File: config.mk
export PLATFORM = sky130hd
export DESIGN_NAME = pix_stream_sched
export DESIGN_NICKNAME = d
export VERILOG_FILES = /design/src/rtl/pix_stream_sched.sv
export SDC_FILE = /design/constraint.sdc
export NUM_CORES = 1
export LEC_CHECK = 0
export ABC_AREA = 1
export BUFFER_PORTS_ARGS = -buffer_cell sky130_fd_sc_hd__buf_4
export CORE_ASPECT_RATIO = 0.8
export CORE_MARGIN = 2
export CORE_UTILIZATION = 60
export CTS_CLUSTER_DIAMETER = 200
export DETAILED_ROUTE_END_ITERATION = 10
export GPL_ROUTABILITY_DRIVEN = 1
export PLACE_DENSITY = 0.86
export SLEW_MARGIN = 40
export SYNTH_ARGS = -nofsm -noshare
export SYNTH_HDL_FRONTEND = slang
export SYNTH_SLANG_ARGS = --single-unit
File: constraint.sdc
create_clock -name clk -period 5.53 [get_ports clk]
set_input_delay 0.2765 -clock clk [delete_from_list [all_inputs] [get_ports clk]]
set_output_delay 0.2765 -clock clk [all_outputs]
set_load 0.005 [all_outputs]
File: src/rtl/pix_stream_sched.sv
// Pixel stream scheduler: buffers two-pixel words from the Nios PIO in a
// small FIFO. It aligns to the start-of-frame marker and then hands out one
// RGB444 pixel per VGA pixel request.
//
// state  | meaning
// SEEK   | discard words until the head word carries the SOF marker
// ARMED  | SOF word at head, waiting for frame_start from VGA timing
// STREAM | serving pix_req from the FIFO, counting pixels in the frame
module pix_stream_sched #(
  parameter int FIFO_DEPTH    = 16,
  parameter int AF_LEVEL      = 12,
  parameter int PIX_PER_FRAME = 307200
) (
  input  logic                          clk,
  input  logic                          reset,
  input  logic [31:0]                   nios_data,
  input  logic                          nios_new_pix,
  output logic                          nios_ready,
  input  logic                          frame_start,
  input  logic                          pix_req,
  output logic [11:0]                   pix_out,
  output logic                          pix_valid,
  input  logic                          clr_status,
  output logic                          underflow,
  output logic                          overflow,
  output logic [1:0]                    state,
  output logic [$clog2(FIFO_DEPTH):0]   fifo_level
);

  localparam int AW = $clog2(FIFO_DEPTH);
  localparam int CW = (PIX_PER_FRAME > 1) ? $clog2(PIX_PER_FRAME) : 1;
  localparam logic [AW:0]   LVL_FULL = (AW+1)'(FIFO_DEPTH);
  localparam logic [AW:0]   LVL_AF   = (AW+1)'(AF_LEVEL);
  localparam logic [CW-1:0] CNT_LAST = CW'(PIX_PER_FRAME - 1);

  typedef enum logic [1:0] {
    SEEK   = 2'd0,
    ARMED  = 2'd1,
    STREAM = 2'd2
  } st_t;

  st_t            st;
  logic [31:0]    mem [FIFO_DEPTH];
  logic [AW-1:0]  wr_ptr, rd_ptr;
  logic [AW:0]    level;
  logic           prev;
  logic [CW-1:0]  pix_cnt;
  logic           half_b;

  logic        full, empty, push, push_ok, pop, serviced;
  logic [31:0] head;

  assign full     = (level == LVL_FULL);
  assign empty    = (level == '0);
  assign head     = mem[rd_ptr];
  assign push     = (nios_new_pix != prev);
  assign push_ok  = push && !full;
  // frame_start takes priority over a coincident pix_req while streaming
  assign serviced = (st == STREAM) && pix_req && !frame_start;
  assign pop      = ((st == SEEK) && !empty && !head[24]) ||
                    (serviced && !empty && half_b);

  assign nios_ready = (level < LVL_AF);
  assign fifo_level = level;
  assign state      = st;

  // FIFO storage: written only on an accepted push, no reset needed
  always_ff @(posedge clk) begin
    if (push_ok) mem[wr_ptr] <= nios_data;
  end

  // FIFO pointers, fill level and toggle-edge detector
  always_ff @(posedge clk or posedge reset) begin
    if (reset) begin
      prev   <= 1'b0;
      wr_ptr <= '0;
      rd_ptr <= '0;
      level  <= '0;
    end else begin
      prev <= nios_new_pix;
      if (push_ok) wr_ptr <= wr_ptr + 1'b1;
      if (pop)     rd_ptr <= rd_ptr + 1'b1;
      if (push_ok && !pop)      level <= level + 1'b1;
      else if (pop && !push_ok) level <= level - 1'b1;
    end
  end

  // Sticky error flags; a new event in the clearing cycle keeps the flag set
  always_ff @(posedge clk or posedge reset) begin
    if (reset) begin
      overflow  <= 1'b0;
      underflow <= 1'b0;
    end else begin
      if (push && full)      overflow <= 1'b1;
      else if (clr_status)   overflow <= 1'b0;
      if (serviced && empty) underflow <= 1'b1;
      else if (clr_status)   underflow <= 1'b0;
    end
  end

  // Frame alignment FSM and registered pixel output
  always_ff @(posedge clk or posedge reset) begin
    if (reset) begin
      st        <= SEEK;
      pix_cnt   <= '0;
      half_b    <= 1'b0;
      pix_out   <= '0;
      pix_valid <= 1'b0;
    end else begin
      pix_valid <= 1'b0;
      case (st)
        SEEK: begin
          if (!empty && head[24]) st <= ARMED;
        end
        ARMED: begin
          if (frame_start) begin
            st      <= STREAM;
            pix_cnt <= '0;
            half_b  <= 1'b0;
          end
        end
        STREAM: begin
          if (frame_start) begin
            st      <= SEEK;
            pix_cnt <= '0;
            half_b  <= 1'b0;
          end else if (pix_req) begin
            pix_valid <= 1'b1;
            if (empty) begin
              pix_out <= '0;
            end else begin
              pix_out <= half_b ? head[23:12] : head[11:0];
              half_b  <= ~half_b;
            end
            if (pix_cnt == CNT_LAST) begin
              st      <= SEEK;
              pix_cnt <= '0;
              half_b  <= 1'b0;
            end else begin
              pix_cnt <= pix_cnt + 1'b1;
            end
          end
        end
        default: st <= SEEK;
      endcase
    end
  end

endmodule

# ---- After elaboration in Yosys (flattened, before gate mapping)
# Memory sizes are Yosys's and may differ from the RTL's.
# Index checks and enable logic that the tools add are counted.
dict set report word_totals {
  regBits 51
  ramBits 512
  in_bits 38
  output_inout_bits 23
  elab_cells 88
  n_memories 1
}
dict set report classes {
  addsub 5
  order_cmp 1
  eq_ne 10
  mux 29
  bitwise 2
  reduce_logical 29
}
# memory words word_bits read_ports rd_ports_with_merged_regs write_ports line
set memory_table {}
lappend memory_table {mem 16 32 1 0 1 43} ;# logic [31:0] mem [FIFO_DEPTH];
# operator n
set op_table {}
lappend op_table {{2-to-1 mux 19 bit} 4}
lappend op_table {{one-hot mux 19 bit (2 select lines)} 1}
lappend op_table {{2-to-1 mux 12 bit} 2}
lappend op_table {{adder 19 x 1 -> 19 bit, second input constant} 1}
lappend op_table {{== test 19 bit, second input constant} 1}
lappend op_table {{2-to-1 mux 1 bit} 13}
lappend op_table {{logical AND 1 bit} 12}
lappend op_table {{2-to-1 mux 2 bit} 5}
lappend op_table {{2-to-1 mux 5 bit} 2}
lappend op_table {{adder 4 x 1 -> 4 bit, second input constant} 2}
lappend op_table {{AND reduction 4 bit} 2}
lappend op_table {{nonzero test 2 bit} 4}
lappend op_table {{zero test 1 bit} 6}
lappend op_table {{one-hot mux 2 bit (3 select lines)} 1}
lappend op_table {{AND reduction 3 bit} 2}
lappend op_table {{adder 5 x 1 -> 5 bit, second input constant} 1}
lappend op_table {{== test 5 bit, second input constant} 1}
lappend op_table {{zero test 5 bit} 1}
lappend op_table {{less-than comparator 5 x 4 -> 1 bit, second input constant} 1}
lappend op_table {{subtractor 5 x 1 -> 5 bit, second input constant} 1}
lappend op_table {{inequality test 4 x 3 -> 1 bit, second input constant} 1}
lappend op_table {{inequality test 3 x 2 -> 1 bit, second input constant} 1}
lappend op_table {{inequality test 3 bit, second input constant} 1}
lappend op_table {{== test 2 x 1 -> 1 bit, second input constant} 1}
lappend op_table {{8 further kinds} 9}

# ---- Logic depth before layout (Yosys ltp)
dict set report logic_depth {
  ltp_word 9
  ltp_mapped 20
  ltp_nobuf 19
}

# ---- Worst setup path before layout
# OpenSTA, ideal clock, no wires.
dict set report synth_path {
  path_kind {register to register}
  from {register st[0], in the netlist state[0]}
  to {register level[4], in the netlist fifo_level[4]}
  setup_ns 0.126
  t_arrival_ns 2.532
  required_time_ns 5.404
  path_slack_ns 2.872
  path_stages_with_launch 20
  path_buffers 0
  synth_period_minus_slack_ns 2.658
  path_cell_list {dfrtp_1 > inv_1 > ha_1 > nand2_1 > nor2_2 > inv_1 > nor3_2 > inv_1 > nand2_2 > inv_1 > ha_1 > inv_1 > ha_1 > a21oi_1 > nor2_1 > nor2_1 > nand2_1 > nand2_1 > nor2_1 > xor2_1}
}
dict set report synth_between {
  elab_chain_cells 9
  word_cells_on_any_way 14
  cone_classes {1 x eq/ne; 1 x mux; 12 x reduce/logical}
}
# item line
set synth_rtl {}
lappend synth_rtl {{start, declared} 42} ;# st_t st;
lappend synth_rtl {{start signal, assigned} 104} ;# st <= SEEK;
lappend synth_rtl {{start signal, assigned} 113} ;# if (!empty && head[24]) st <= ARMED;
lappend synth_rtl {{start signal, assigned} 117} ;# st <= STREAM;
lappend synth_rtl {{== test 2 bit} 59} ;# assign serviced = (st == STREAM) && pix_req && !frame_start;
lappend synth_rtl {{logical AND 1 bit (2 in a row)} 59}
lappend synth_rtl {{logical AND 1 bit (2 in a row)} 61} ;# (serviced && !empty && half_b);
lappend synth_rtl {{logical OR 1 bit (*)} 60} ;# assign pop = ((st == SEEK) && !empty && !head[24]) ||
lappend synth_rtl {{zero test 1 bit} 83} ;# if (push_ok && !pop) level <= level + 1'b1;
lappend synth_rtl {{logical AND 1 bit} 83}
lappend synth_rtl {{2-to-1 mux 5 bit / nonzero test 2 bit (equally long branches)} --}
lappend synth_rtl {{end signal, assigned} 83}
lappend synth_rtl {{end signal, assigned} 84} ;# else if (pop && !push_ok) level <= level - 1'b1;
lappend synth_rtl {{end, declared} 45} ;# logic [AW:0] level;
# Every way passes the cells marked *; elsewhere a longest branch is shown, timed or not.
# A chain may end at the register's enable or synchronous reset.

# ---- Worst setup path in the final report
# Ends and elaborated chain as after synthesis.

==> metrics.md <==
| Metric | Value |
|---|---|
| Crit path arrival time | `approximately 4.5 ns` |
| Final #Nets | `1648` |
| CTS resizes | `0` |
| HP Class | `in2reg` |
| Largest net degree at the start of global routing | `90` |
| Drt first pass iters | `6` |
| Number of max-cap violations | `0` |
| Synth Cell Area | `18600 µm²` |
| Worst slew pin tran | `0.864 ns` |
| Worst setup EP type | `flip-flop` |
| Post-Layout Cell Count | `2040` |
| Via count | `roughly 13000` |
| R2r setup slk | `1.50 ns` |
| Starting DRC count in detailed routing | `1595` |
| Initial antenna violation count | `2` |
| Layout cells sized above 1 | `11.0%` |
| Pleak | `between 0.007 and 0.008 µW` |
| Met1 global-route usage | `37.9%` |
| Pwr dens | `509 nW/µm²` |
| Htree depth | `2` |
| VDD IR-drop max | `0.354 mV` |
| CTS Buf Count | `41` |
| Post-CTS setup buffers | `0` |
| RSZ-0062 raised after global routing | `no` |
| FMAX | `approximately 0.25 GHz` |
| Setup WS post-layout | `roughly 1.5 ns` |
| Final Max Tran Viols | `0` |
| Hold_sp | `nios_data[3]` |
| Root buf cell | `clkbuf_16` |
| # DRC | `0` |
| CP startpoint kind | `flip-flop` |
| Setup Total Neg Slack | `0 ns` |
| Clk_lat worst skew | `0.56 ns` |
| Most common cell after layout, fill and taps aside | `edfxtp_1` |
| CTS Buffer Depth | `3` |
| Vias in the first global route | `12461` |
| Tcrit/Tclk final | `between 70% and 80%` |
| GR Layer Usage met3 | `7.28%` |
| Average size of a mapped cell | `12.0 µm²` |
| Routed Antenna Nets | `0` |
| Wire length per cell | `22.8 µm` |
| Synth unique cells | `36` |
| Post-synthesis sequential area ratio | `a little under three quarters` |
| Slew HR | `42.4%` |
| CTS tree | `built` |
| Filler Cell Count | `1936` |
| Total wire length | `46.4 mm` |
| Layout area overhead | `14.1%` |
| Syn nets | `approximately 1600` |
| Vias/cell | `6.25` |
| Worst Setup SP | `state[0]` |
| Input/output buffers | `53` |
| CP Capture Point | `fifo_level[4]` |
| Ys Warns | `0` |
| Tmin final | `4.03 ns` |
| Synthesized instance count | `between 1500 and 2000` |
| Initial core utilization | `61.1%` |
| Critical Path RT | `5.96 ns` |
| Final Hold Fails | `0` |
| Total grt overflow | `0` |
| First-pass GRT wire length | `70.7 mm` |
| Critical path class | `reg2reg` |
| Chip width | `201 µm` |
| Gr busiest metal | `met2` |
| Full die area | `32400 µm²` |
| Die height | `161 µm` |
| Commonest non-fill, non-tap cells in the layout | `400 x edfxtp_1, 306 x nor2_1, 203 x o21ai_0, 149 x nand2_1, 93 x o211ai_1` |
| Flops & latches, synth | `around 450` |
| Max Fanout on Critical Path | `15` |
| CTS sink count | `451` |
| HPWL after DPL | `26.8 mm` |
| GR Util met2 | `45.8%` |
| Status | `completed` |
| Area of the core | `between 30000 and 40000 µm²` |
| GRT Util Overall | `28.8%` |
| Worst R2R Path Depth | `19` |
| Reg2reg end | `fifo_level[4]` |
| Pre-CTS WS | `1.71 ns` |
| Clock Skew | `0.0144 ns` |
| Overall Power | `~11000 µW` |
| CTS clock-pin slew for the worst setup and hold paths | `0.07 ns` |
| RR Startpoint | `state[0]` |
| # rows | `57` |
| IO Count | `61` |
| # setup viols final | `0` |
| Hold WS | `0.0167 ns` |
| Final GP Congestion | `0.851` |
| Inst Count DP | `a little under 2000` |
[stage by stage]
stage / util (%) / cell area [µm²]
floorplan: - / 18600
finish: 69.7 / 21200
detailed placement: 65.1 / 19800
global route: 69.7 / 21200
CTS: 69.6 / 21100
global placement: 63.4 / 19300
[power by group]
group / switching [µW] / internal [µW]
logic: 2410 / 1080
registers: 351 / 4140
clock network: 1220 / 1590
total: 3980 / 6810
[worst min path at each step]
| stage | end | slack [ns] | depth (start not counted) |
|---|---|---|---|
| 2_1_floorplan | prev | 0.31 | 0 |
| 3_3_place_gp | prev | 0.40 | 1 |
| 3_5_place_dp | prev | 0.41 | 1 |
| 4_1_cts | mem[7][21] | 0.003 | 1 |
| 5_1_grt | mem[6][3] | 0.02 | 1 |
| 6_report | mem[9][3] | 0.02 | 1 |
[metal layers]
metal	part of all wire, %	vias up	routed length, µm
met5	0.039	-	18
met4	4.4	2	2060
met3	12	172	5550
met2	47	844	21800
met1	37	6152	17000
li1	-	5579	-
[final cells by class]
type | count | area (µm²) | share of cell area [%]
well taps | 413 | 517 | 2.44
multi-input cells | 932 | 4680 | 22.1
flip-flops and latches | 451 | 13300 | 62.8
inverters | 73 | 277 | 1.31
clock buffers | 55 | 1140 | 5.38
repair buffers | 96 | 1090 | 5.13
diodes | 1 | 2.50 | 0.0118
clock inverters | 19 | 176 | 0.833
[timing repair]
item                                    4_1_cts  5_1_grt
endpoints found under the hold margin        67        0
hold buffers                                  5        0
endpoints found under the setup margin        0        0
[cell families after synthesis]
kind of cell	share of synthesized area (%)
buffers and inverters	3.88
flip-flops	71.6
AND/OR/NAND/NOR	12.8
AO/OA/AOI/OAI	10.0
XOR/XNOR	0.661
adder cells (fa/ha/maj)	1.05
[cells in the mapped netlist, drive strengths merged]
master / instances / share of area [%]
or2: 2 / 0.067
nand3b: 1 / 0.040
clkbuf: 37 / 0.79
edfxtp: 400 / 65
nor2: 324 / 6.6
o22ai: 1 / 0.034
inv: 71 / 1.4
buf: 49 / 1.6
ha: 14 / 0.94
a21oi: 16 / 0.43
nor3b: 1 / 0.040
nand2: 150 / 3.0
o211ai: 93 / 3.8
nand3: 92 / 2.5
dfrtp: 51 / 6.9
fa: 1 / 0.11
o221ai: 4 / 0.19
xor2: 11 / 0.52
nand4: 5 / 0.25
o21ai: 207 / 5.6
clkinv: 2 / 0.040
nor3: 7 / 0.24
xnor2: 3 / 0.14
[state kept, by name, summed over array words and instances (netlist names)]
register and flops:
fifo_level 5, half_b 1, mem 400, overflow 1, pix_cnt 19, pix_out 12, pix_valid 1, prev 1
rd_ptr 4, state 2, underflow 1, wr_ptr 4
[critical path, cell delays in order, from the launching register on]
cell and delay [ns]:
dfrtp_1 0.42, inv_1 0.12, ha_1 0.18, nand2_1 0.09
nor2_2 0.12, inv_1 0.32, nor3_4 0.66, inv_1 0.28
nand2_2 0.21, inv_1 0.08, ha_1 0.22, inv_1 0.15
ha_1 0.29, a21oi_1 0.20, nor2_1 0.08, nor2_1 0.17
nand2_1 0.07, nand2_1 0.07, nor2_1 0.05, xor2_1 0.14
No activity file was read; power rests on OpenSTA's default activity.
